File: src/rtl/spi_slave_rx.sv
// SPI mode-0 slave receiver: oversampled SCLK/CS/MOSI, MSB-first word assembly, valid/ready output.
// Define SPI_RX_FIFO_EN to replace the single holding register with a FIFO_DEPTH-entry FIFO.
module spi_slave_rx #(
  parameter int DATA_WIDTH  = 8,
  parameter int SYNC_STAGES = 2,
  parameter int FIFO_DEPTH  = 4
) (
  input  logic                  clk_i,
  input  logic                  reset_n_i,
  input  logic                  sclk_i,
  input  logic                  cs_i,
  input  logic                  mosi_i,
  output logic                  miso_o,
  output logic [DATA_WIDTH-1:0] rx_data_o,
  output logic                  rx_valid_o,
  input  logic                  rx_ready_i,
  input  logic [DATA_WIDTH-1:0] tx_data_i,
  input  logic                  tx_load_i,
  output logic                  overrun_o,
  input  logic                  overrun_clr_i,
  output logic                  frame_active_o
);

  localparam int CNT_W = (DATA_WIDTH > 1) ? $clog2(DATA_WIDTH) : 1;
  localparam logic [CNT_W-1:0] LAST_BIT = CNT_W'(DATA_WIDTH - 1);
  localparam int FLUSH_W = $clog2(SYNC_STAGES + 2);
  localparam logic [FLUSH_W-1:0] FLUSH_DONE = FLUSH_W'(SYNC_STAGES + 1);

  if (SYNC_STAGES < 2 || FIFO_DEPTH < 2 || (FIFO_DEPTH & (FIFO_DEPTH - 1)) != 0) begin : gBadParams
    $error("spi_slave_rx: SYNC_STAGES must be >= 2 and FIFO_DEPTH a power of 2 >= 2");
  end

  typedef enum logic {IDLE, SHIFT} state_t;

  logic [SYNC_STAGES-1:0] sclkSync_q, csSync_q, mosiSync_q;
  logic sclkPrev_q, csPrev_q, mosiPrev_q;
  logic sclkRise_q, sclkFall_q, csRise_q, csFall_q;
  logic [FLUSH_W-1:0] flushCnt_q;
  logic armed_q;

  state_t                state_q;
  logic [CNT_W-1:0]      bitCnt_q;
  logic [DATA_WIDTH-1:0] rxShift_q, txShift_q, replyBuf_q;

  logic                  sclkS, csS, mosiS;
  logic                  wordPush, overrunSet, overrun_q;
  logic [DATA_WIDTH-1:0] wordIn;

  assign sclkS = sclkSync_q[SYNC_STAGES-1];
  assign csS   = csSync_q[SYNC_STAGES-1];
  assign mosiS = mosiSync_q[SYNC_STAGES-1];

  // Synchronisers idle at the bus-idle levels so reset never fabricates an edge.
  always_ff @(posedge clk_i or negedge reset_n_i) begin
    if (!reset_n_i) begin
      sclkSync_q <= '0;
      csSync_q   <= '1;
      mosiSync_q <= '0;
      sclkPrev_q <= 1'b0;
      csPrev_q   <= 1'b1;
      mosiPrev_q <= 1'b0;
      sclkRise_q <= 1'b0;
      sclkFall_q <= 1'b0;
      csRise_q   <= 1'b0;
      csFall_q   <= 1'b0;
    end else begin
      sclkSync_q <= {sclkSync_q[SYNC_STAGES-2:0], sclk_i};
      csSync_q   <= {csSync_q[SYNC_STAGES-2:0], cs_i};
      mosiSync_q <= {mosiSync_q[SYNC_STAGES-2:0], mosi_i};
      sclkPrev_q <= sclkS;
      csPrev_q   <= csS;
      mosiPrev_q <= mosiS;
      sclkRise_q <= sclkS & ~sclkPrev_q;
      sclkFall_q <= ~sclkS & sclkPrev_q;
      csRise_q   <= csS & ~csPrev_q;
      csFall_q   <= ~csS & csPrev_q;
    end
  end

  // A frame may only start after CS has been seen high once the synchronisers hold real pin values,
  // so a CS already low when reset releases cannot masquerade as a falling edge.
  always_ff @(posedge clk_i or negedge reset_n_i) begin
    if (!reset_n_i) begin
      flushCnt_q <= '0;
      armed_q    <= 1'b0;
    end else begin
      if (flushCnt_q != FLUSH_DONE) flushCnt_q <= flushCnt_q + FLUSH_W'(1);
      if (flushCnt_q == FLUSH_DONE && csS && csPrev_q) armed_q <= 1'b1;
    end
  end

  assign wordIn   = {rxShift_q[DATA_WIDTH-2:0], mosiPrev_q};
  assign wordPush = (state_q == SHIFT) && !csRise_q && sclkRise_q && (bitCnt_q == LAST_BIT);

  always_ff @(posedge clk_i or negedge reset_n_i) begin
    if (!reset_n_i) begin
      state_q    <= IDLE;
      bitCnt_q   <= '0;
      rxShift_q  <= '0;
      txShift_q  <= '0;
      replyBuf_q <= '0;
    end else begin
      if (tx_load_i) replyBuf_q <= tx_data_i;
      case (state_q)
        IDLE: begin
          if (csFall_q && armed_q) begin
            state_q   <= SHIFT;
            bitCnt_q  <= '0;
            txShift_q <= replyBuf_q;
          end
        end
        SHIFT: begin
          if (csRise_q) begin
            state_q  <= IDLE;
            bitCnt_q <= '0;
          end else begin
            if (sclkRise_q) begin
              rxShift_q <= wordIn;
              bitCnt_q  <= (bitCnt_q == LAST_BIT) ? '0 : bitCnt_q + CNT_W'(1);
            end
            if (sclkFall_q) begin
              txShift_q <= (bitCnt_q == '0) ? replyBuf_q : {txShift_q[DATA_WIDTH-2:0], 1'b0};
            end
          end
        end
        default: state_q <= IDLE;
      endcase
    end
  end

  assign frame_active_o = ~csS;
  assign miso_o         = ~csS & txShift_q[DATA_WIDTH-1];

`ifdef SPI_RX_FIFO_EN
  localparam int AW = $clog2(FIFO_DEPTH);

  logic [DATA_WIDTH-1:0] mem_q [FIFO_DEPTH];
  logic [AW:0]           wrPtr_q, rdPtr_q;
  logic                  fifoEmpty, fifoFull, fifoPop, fifoPush;

  assign fifoEmpty  = (wrPtr_q == rdPtr_q);
  assign fifoFull   = (wrPtr_q[AW] != rdPtr_q[AW]) && (wrPtr_q[AW-1:0] == rdPtr_q[AW-1:0]);
  assign fifoPop    = !fifoEmpty && rx_ready_i;
  assign fifoPush   = wordPush && (!fifoFull || fifoPop);
  assign overrunSet = wordPush && fifoFull && !fifoPop;
  assign rx_valid_o = !fifoEmpty;
  assign rx_data_o  = mem_q[rdPtr_q[AW-1:0]];

  always_ff @(posedge clk_i or negedge reset_n_i) begin
    if (!reset_n_i) begin
      for (int i = 0; i < FIFO_DEPTH; i++) mem_q[i] <= '0;
      wrPtr_q <= '0;
      rdPtr_q <= '0;
    end else begin
      if (fifoPush) begin
        mem_q[wrPtr_q[AW-1:0]] <= wordIn;
        wrPtr_q <= wrPtr_q + (AW+1)'(1);
      end
      if (fifoPop) rdPtr_q <= rdPtr_q + (AW+1)'(1);
    end
  end
`else
  logic [DATA_WIDTH-1:0] rxData_q;
  logic                  rxValid_q;

  assign overrunSet = wordPush && rxValid_q && !rx_ready_i;
  assign rx_valid_o = rxValid_q;
  assign rx_data_o  = rxData_q;

  // A completed word may replace the held one only if the consumer takes the old one this cycle.
  always_ff @(posedge clk_i or negedge reset_n_i) begin
    if (!reset_n_i) begin
      rxData_q  <= '0;
      rxValid_q <= 1'b0;
    end else if (wordPush && (!rxValid_q || rx_ready_i)) begin
      rxData_q  <= wordIn;
      rxValid_q <= 1'b1;
    end else if (rxValid_q && rx_ready_i) begin
      rxValid_q <= 1'b0;
    end
  end
`endif

  always_ff @(posedge clk_i or negedge reset_n_i) begin
    if (!reset_n_i)         overrun_q <= 1'b0;
    else if (overrunSet)    overrun_q <= 1'b1;
    else if (overrun_clr_i) overrun_q <= 1'b0;
  end

  assign overrun_o = overrun_q;

endmodule

File: config.mk
export PLATFORM = sky130hd
export DESIGN_NAME = spi_slave_rx
export DESIGN_NICKNAME = d
export VERILOG_FILES = /design/src/rtl/spi_slave_rx.sv
export SDC_FILE = /design/constraint.sdc
export NUM_CORES = 1
export LEC_CHECK = 0
export CORE_ASPECT_RATIO = 1.1
export CORE_MARGIN = 4
export CORE_UTILIZATION = 40
export CTS_CLUSTER_SIZE = 8
export DETAILED_ROUTE_END_ITERATION = 8
export PLACE_DENSITY = 0.71
export RECOVER_POWER = 100
export SETUP_SLACK_MARGIN = 0.2
export SYNTH_ARGS = -nofsm -noshare
export SYNTH_HDL_FRONTEND = slang
export SYNTH_SLANG_ARGS = --single-unit
File: constraint.sdc
create_clock -name clk_i -period 1.6 [get_ports clk_i]
set_input_delay 0.32 -clock clk_i [delete_from_list [all_inputs] [get_ports clk_i]]
set_output_delay 0.32 -clock clk_i [all_outputs]
set_load 0.01 [all_outputs]
==> results of run 1 <==
## flip-flops by register name, summed over array words and instances (netlist names), 2 cells and up
name and count:
sclkSync_q 2, rxShift_q 7, replyBuf_q 8, mosiSync_q 2
bitCnt_q 3, rx_data_o 8, csSync_q 2, flushCnt_q 2
txShift_q 8
## critical path, stage by stage, from the launching register on
cell and delay, ns:
dfrtp_1 0.41, ha_1 0.22, ha_1 0.23, nand3_4 0.15
mux2_1 0.35
## synth_stat cells (2+ instances only)
cell / n / area (um^2)
nor2b_1: 5 / 31.3
mux2_2: 24 / 270
nor3_1: 7 / 35.0
nand2_1: 2 / 7.51
nand3b_1: 6 / 45.0
clkbuf_1: 3 / 11.3
dfstp_2: 3 / 78.8
inv_1: 6 / 22.5
a22o_1: 3 / 26.3
and3b_1: 2 / 17.5
dfrtp_1: 50 / 1250
a31oi_1: 7 / 43.8
buf_6: 3 / 33.8
ha_1: 4 / 50.1
o21ai_0: 8 / 40.0
nor2_1: 3 / 11.3
## logic make-up (layout without fill, tap and decap cells)
kind of cell             Yosys count  in the layout
flip-flops                        53             53
AND/OR/NAND/NOR                   30             30
multiplexers                      25             25
AO/OA/AOI/OAI                     22             22
buffers and inverters             13             51
adder cells (fa/ha/maj)            4              4
XOR/XNOR                           1              1
## power breakdown
part	switching, uW	internal, uW	leakage (uW)	total (uW)
registers	123	1540	0.000645	1660
logic	222	265	0.000498	487
clock network	376	343	0.0000443	719
## timing repair
action / CTS / global route
gates resized for setup: 22 / 11
setup endpoints to repair: 28 / 22
buffers inserted: 2 / 2
hold buffers: 1 / 0
hold endpoints to repair: 16 / 0
pin swaps: 0 / 1
## routing by layer
layer,up-vias,share of wire (%)
met2,27,52
met5,-,0
met3,5,4.1
li1,595,-
met1,639,43
met4,0,1.6
## cell type report
cell class                 count  area, um^2  share of cell area (%)
sequential                    53        1330                    52.4
multi-input combinational     82         688                    27.1
timing repair buffer          38         337                    13.3
clock buffer                   7        86.3                    3.40
tap                           58        72.6                    2.86
inverter                       6        22.5                   0.888
## worst paths after layout
path                                from  cells after the start            end  slack, ns
setup / recovery             bitCnt_q[1]                      4   rx_data_o[3]       0.13
hold / removal             sclkSync_q[0]                      0  sclkSync_q[1]       0.35
setup reg to reg             bitCnt_q[1]                      4   rx_data_o[3]       0.13
hold reg to reg            sclkSync_q[0]                      0  sclkSync_q[1]       0.35
max in group asynchronous      reset_n_i                      3     sclkPrev_q       0.33
min in group asynchronous      reset_n_i                      2  replyBuf_q[5]       0.52
## stage by stage
step           total power [uW]  hold slack (ns)
5_1_grt                    3040            0.370
3_3_place_gp               2130            0.297
4_1_cts                    2910            0.355
6_report                   2870            0.351
3_5_place_dp               2160            0.313
2_1_floorplan              1990           0.0244
==> results_dict.tcl, run 1 <==
set metrics [dict create \
    worst_pin_slew_ns 0.512 \
    synth_compound_area_share_pct 6.78 \
    startpoint_type "flop" \
    fin_setup_tns_ns 0 \
    drc 0 \
    maxCapViolCount 0 \
    synth_edf_count 0 \
    dr.pass1.iters 4 \
    die_h_um 83.4 \
    clkTransAtPathRegs_ns 0.08 \
    clock_latency_ns 0.29 \
    hpwlAfterDp_um 2530 \
    final_util_pct 50.7 \
    hold_class "flop to flop" \
    synthAdderAreaFrac_pct 2.42 \
    critPathRequiredTime_ns 1.78 \
    cts_tree "done" \
    power.leakage_uw 0.00119 \
    synth_cells 148 \
    cp.arrival_ns 1.64 \
    path_class "flop to flop" \
    antenna_left 0 \
    cts_root_buf "clkbuf_8" \
    via_per_inst 5.19 \
    async_flop_share_pct 100 \
    setup_viol 0 \
    n_antenna_cell 0 \
    busiest_layer "met2" \
    first_iter_violations 102 \
    core_region_area_um2 5000 \
    syn_area_um2 2070 \
    pre_cts_slack_ns -0.0484 \
    synth_top_family_by_area "multiplexers" \
    postPlaceCellArea_um2 2430 \
    cp_max_fo 8 \
    avgSynthCellArea_um2 14.0 \
    fin_area_um2 2540 \
    htree_levels 2 \
    rsz0062_at_grt "yes" \
    grt_pass1_wl_um 5940 \
    worst_slack_ns 0.133 \
    area_growth_pct 22.6 \
    cts_buffer_depth 2 \
    hold_viol 0 \
    io_buffers 27 \
    rows 27 \
    use_met3_pct 3.25 \
    met1_usage_pct 13.7 \
    cts_buffers 5 \
    first_global_vias 1318 \
    grt_overflow 0 \
    clock-sinks 53 \
    muxShareOfSynthArea_pct 13.6 \
    syn_nets 168 \
    routed_wl_um 3470 \
    die-area_um2 6390 \
    period_share_pct 91.7 \
    drive_gt1_share_pct 22.0 \
    maxSlewHeadroom_pct 65.8 \
    start_util_pct 41.4 \
    synth_cell_type_count 28 \
    seq_area_frac_synth_pct 64.3 \
    ys.flop_type "dfrtp_1" \
    place_inst 232 \
    vias 1266 \
    crit_path_end_kind "flop" \
    layout_min_cycle_time_ns 1.47 \
    layout_commonest_cell "dfrtp_1" \
    grt_max_degree 21 \
    layout_common_cells "dfrtp_1 (50), mux2_2 (16), clkdlybuf4s50_1 (10), dlygate4sd2_1 (10), o21ai_0 (8)" \
    synth_xor_area_share_pct 0.423 \
    gr-usage-met2_pct 19.7 \
    final_net_count 206 \
    nFillCells 434 \
    finClkSkew_ns 0.00970 \
    synth-simple-area-share_pct 9.01 \
    die_width_um 76.6 \
    power_density_nw_per_um2 1130 \
    synth-seq-cells 53 \
    drv_slew 0 \
    globalplace.congestion 0.744 \
    yosys_warnings 0 \
    finalNonFillerCells 244 \
    run_status "finished clean" \
    antenna_found_initial 0 \
    max_freq_mhz 682 \
    grtUsageTotal_pct 11.5 \
    wire_per_inst_um 14.2 \
    ir_drop_mv 0.815 \
    ios 28 \
]
(Power assumes the default switching activity.)
==> inputs of run 2 (changes only) <==
CELL_PAD_IN_SITES_DETAIL_PLACEMENT = 1   (was not set)
CELL_PAD_IN_SITES_GLOBAL_PLACEMENT = 2   (was not set)
CORE_UTILIZATION = 37   (was 40)
PLACE_DENSITY = 0.87   (was 0.71)
==> run 2 against run 1 <==
  * Register-to-register slack is essentially flat
  * Final area grew 2.8%
  * First-iteration DRC count shrank 35%
  * Fmax grew 0.17%
  * Via count grew 3.0%
  * Sequential share of layout area shrank 1.4 points
  * Cell count grew 9.8%
  * Global-route usage grew 1.7 points
  * Power grew 3.7%
  * Non-clock buffer count grew 5
==> results_dict.tcl, run 2 (same netlist as run 1, synthesis figures left out) <==
set metrics [dict create \
    run_status "finished clean" \
    routed_wl_um 4170 \
    critPathRequiredTime_ns 1.79 \
    drv_slew 0 \
    clock-sinks 53 \
    cts_tree "done" \
    cp.arrival_ns 1.65 \
    max_freq_mhz 683 \
    start_util_pct 38.3 \
    drive_gt1_share_pct 25.4 \
    n_antenna_cell 0 \
    maxCapViolCount 0 \
    rows 28 \
    via_per_inst 4.87 \
    ir_drop_mv 0.580 \
    rsz0062_at_grt "yes" \
    cts_buffer_depth 2 \
    first_iter_violations 66 \
    finClkSkew_ns 0.0163 \
    area_growth_pct 26.1 \
    cp_max_fo 7 \
    die_h_um 86.4 \
    antenna_found_initial 0 \
    worst_slack_ns 0.136 \
    core_region_area_um2 5400 \
    startpoint_type "flop" \
    wire_per_inst_um 15.6 \
    die_width_um 79.3 \
    layout_common_cells "dfrtp_1 (50), mux2_2 (16), clkdlybuf4s50_1 (10), dlygate4sd2_1 (10)" \
    drc 0 \
    setup_viol 0 \
    grt_max_degree 21 \
    vias 1304 \
    worst_pin_slew_ns 0.503 \
    grt_pass1_wl_um 7140 \
    holdWs_ns 0.361 \
    path_class "flop to flop" \
    globalplace.congestion 0.763 \
    layout_commonest_cell "dfrtp_1" \
    nFillCells 573 \
    cts_root_buf "clkbuf_8" \
    postPlaceCellArea_um2 2430 \
    clkTransAtPathRegs_ns 0.09 \
    final_net_count 212 \
    first_global_vias 1428 \
    grt_overflow 0 \
    fin_area_um2 2610 \
    cts_buffers 5 \
    maxSlewHeadroom_pct 66.5 \
    hold_class "flop to flop" \
    hpwlAfterDp_um 2950 \
    power.leakage_uw 0.00119 \
    io_buffers 27 \
    pre_cts_slack_ns -0.170 \
    grtUsageTotal_pct 13.2 \
    hold_viol 0 \
    layout_min_cycle_time_ns 1.46 \
    period_share_pct 91.5 \
    clock_latency_ns 0.31 \
    crit_path_end_kind "flop" \
    antenna_left 0 \
    fin_setup_tns_ns 0 \
    dr.pass1.iters 3 \
    power_density_nw_per_um2 1140 \
    htree_levels 2 \
    die-area_um2 6850 \
    ios 28 \
]
[run 2: through the flow]
step                cells  power [uW]  utilization [%]
detailed placement    249        2200             45.1
global route          268        3170             48.3
CTS                   261        2970             47.6
finish                268        2970             48.3
global placement      249        2130             45.1
floorplan             148        1990                -
[run 2: worst paths after layout]
path,end,slack [ns],depth (start not counted),from
setup / recovery,rxShift_q[1],0.14,3,csRise_q
hold / removal,sclkSync_q[1],0.36,0,sclkSync_q[0]
setup reg to reg,rxShift_q[1],0.14,3,csRise_q
hold reg to reg,sclkSync_q[1],0.36,0,sclkSync_q[0]
max in group asynchronous,rx_data_o[0],0.33,3,reset_n_i
min in group asynchronous,sclkRise_q,0.45,2,reset_n_i
[run 2: critical path: stages, from the launching register on]
cell      delay [ns]
dfrtp_1         0.42
and3b_1         0.33
clkbuf_2        0.25
mux2_2          0.36
[run 2: layer usage]
metal	wire (um)	share of wire, %	GRT usage (%)
met5	0	0	0
met4	38	0.91	2.81
met3	158	3.8	3.53
met2	2190	52	22.0
met1	1790	43	17.5
[run 2: where the power goes]
part / internal [uW] / switching (uW) / total [uW]
clock: 312 / 425 / 737
combinational: 304 / 263 / 567
sequential: 1540 / 132 / 1670
total: 2150 / 820 / 2970
[run 2: area by class of cell]
class | instances | area [um^2] | area share (%)
clock inverter | 2 | 16.3 | 0.624
timing repair buffer | 43 | 359 | 13.8
clock buffer | 6 | 72.6 | 2.78
sequential | 53 | 1330 | 51.0
multi-input combinational | 83 | 707 | 27.1
inverter | 6 | 28.8 | 1.10
tap | 75 | 93.8 | 3.60
[run 2: what timing repair did]
item	4_1_cts	5_1_grt
setup endpoints to repair	28	23
hold buffers	1	0
cloned	0	1
pin swaps	0	2
hold endpoints to repair	13	0
buffers inserted	3	6
gates resized for setup	25	19
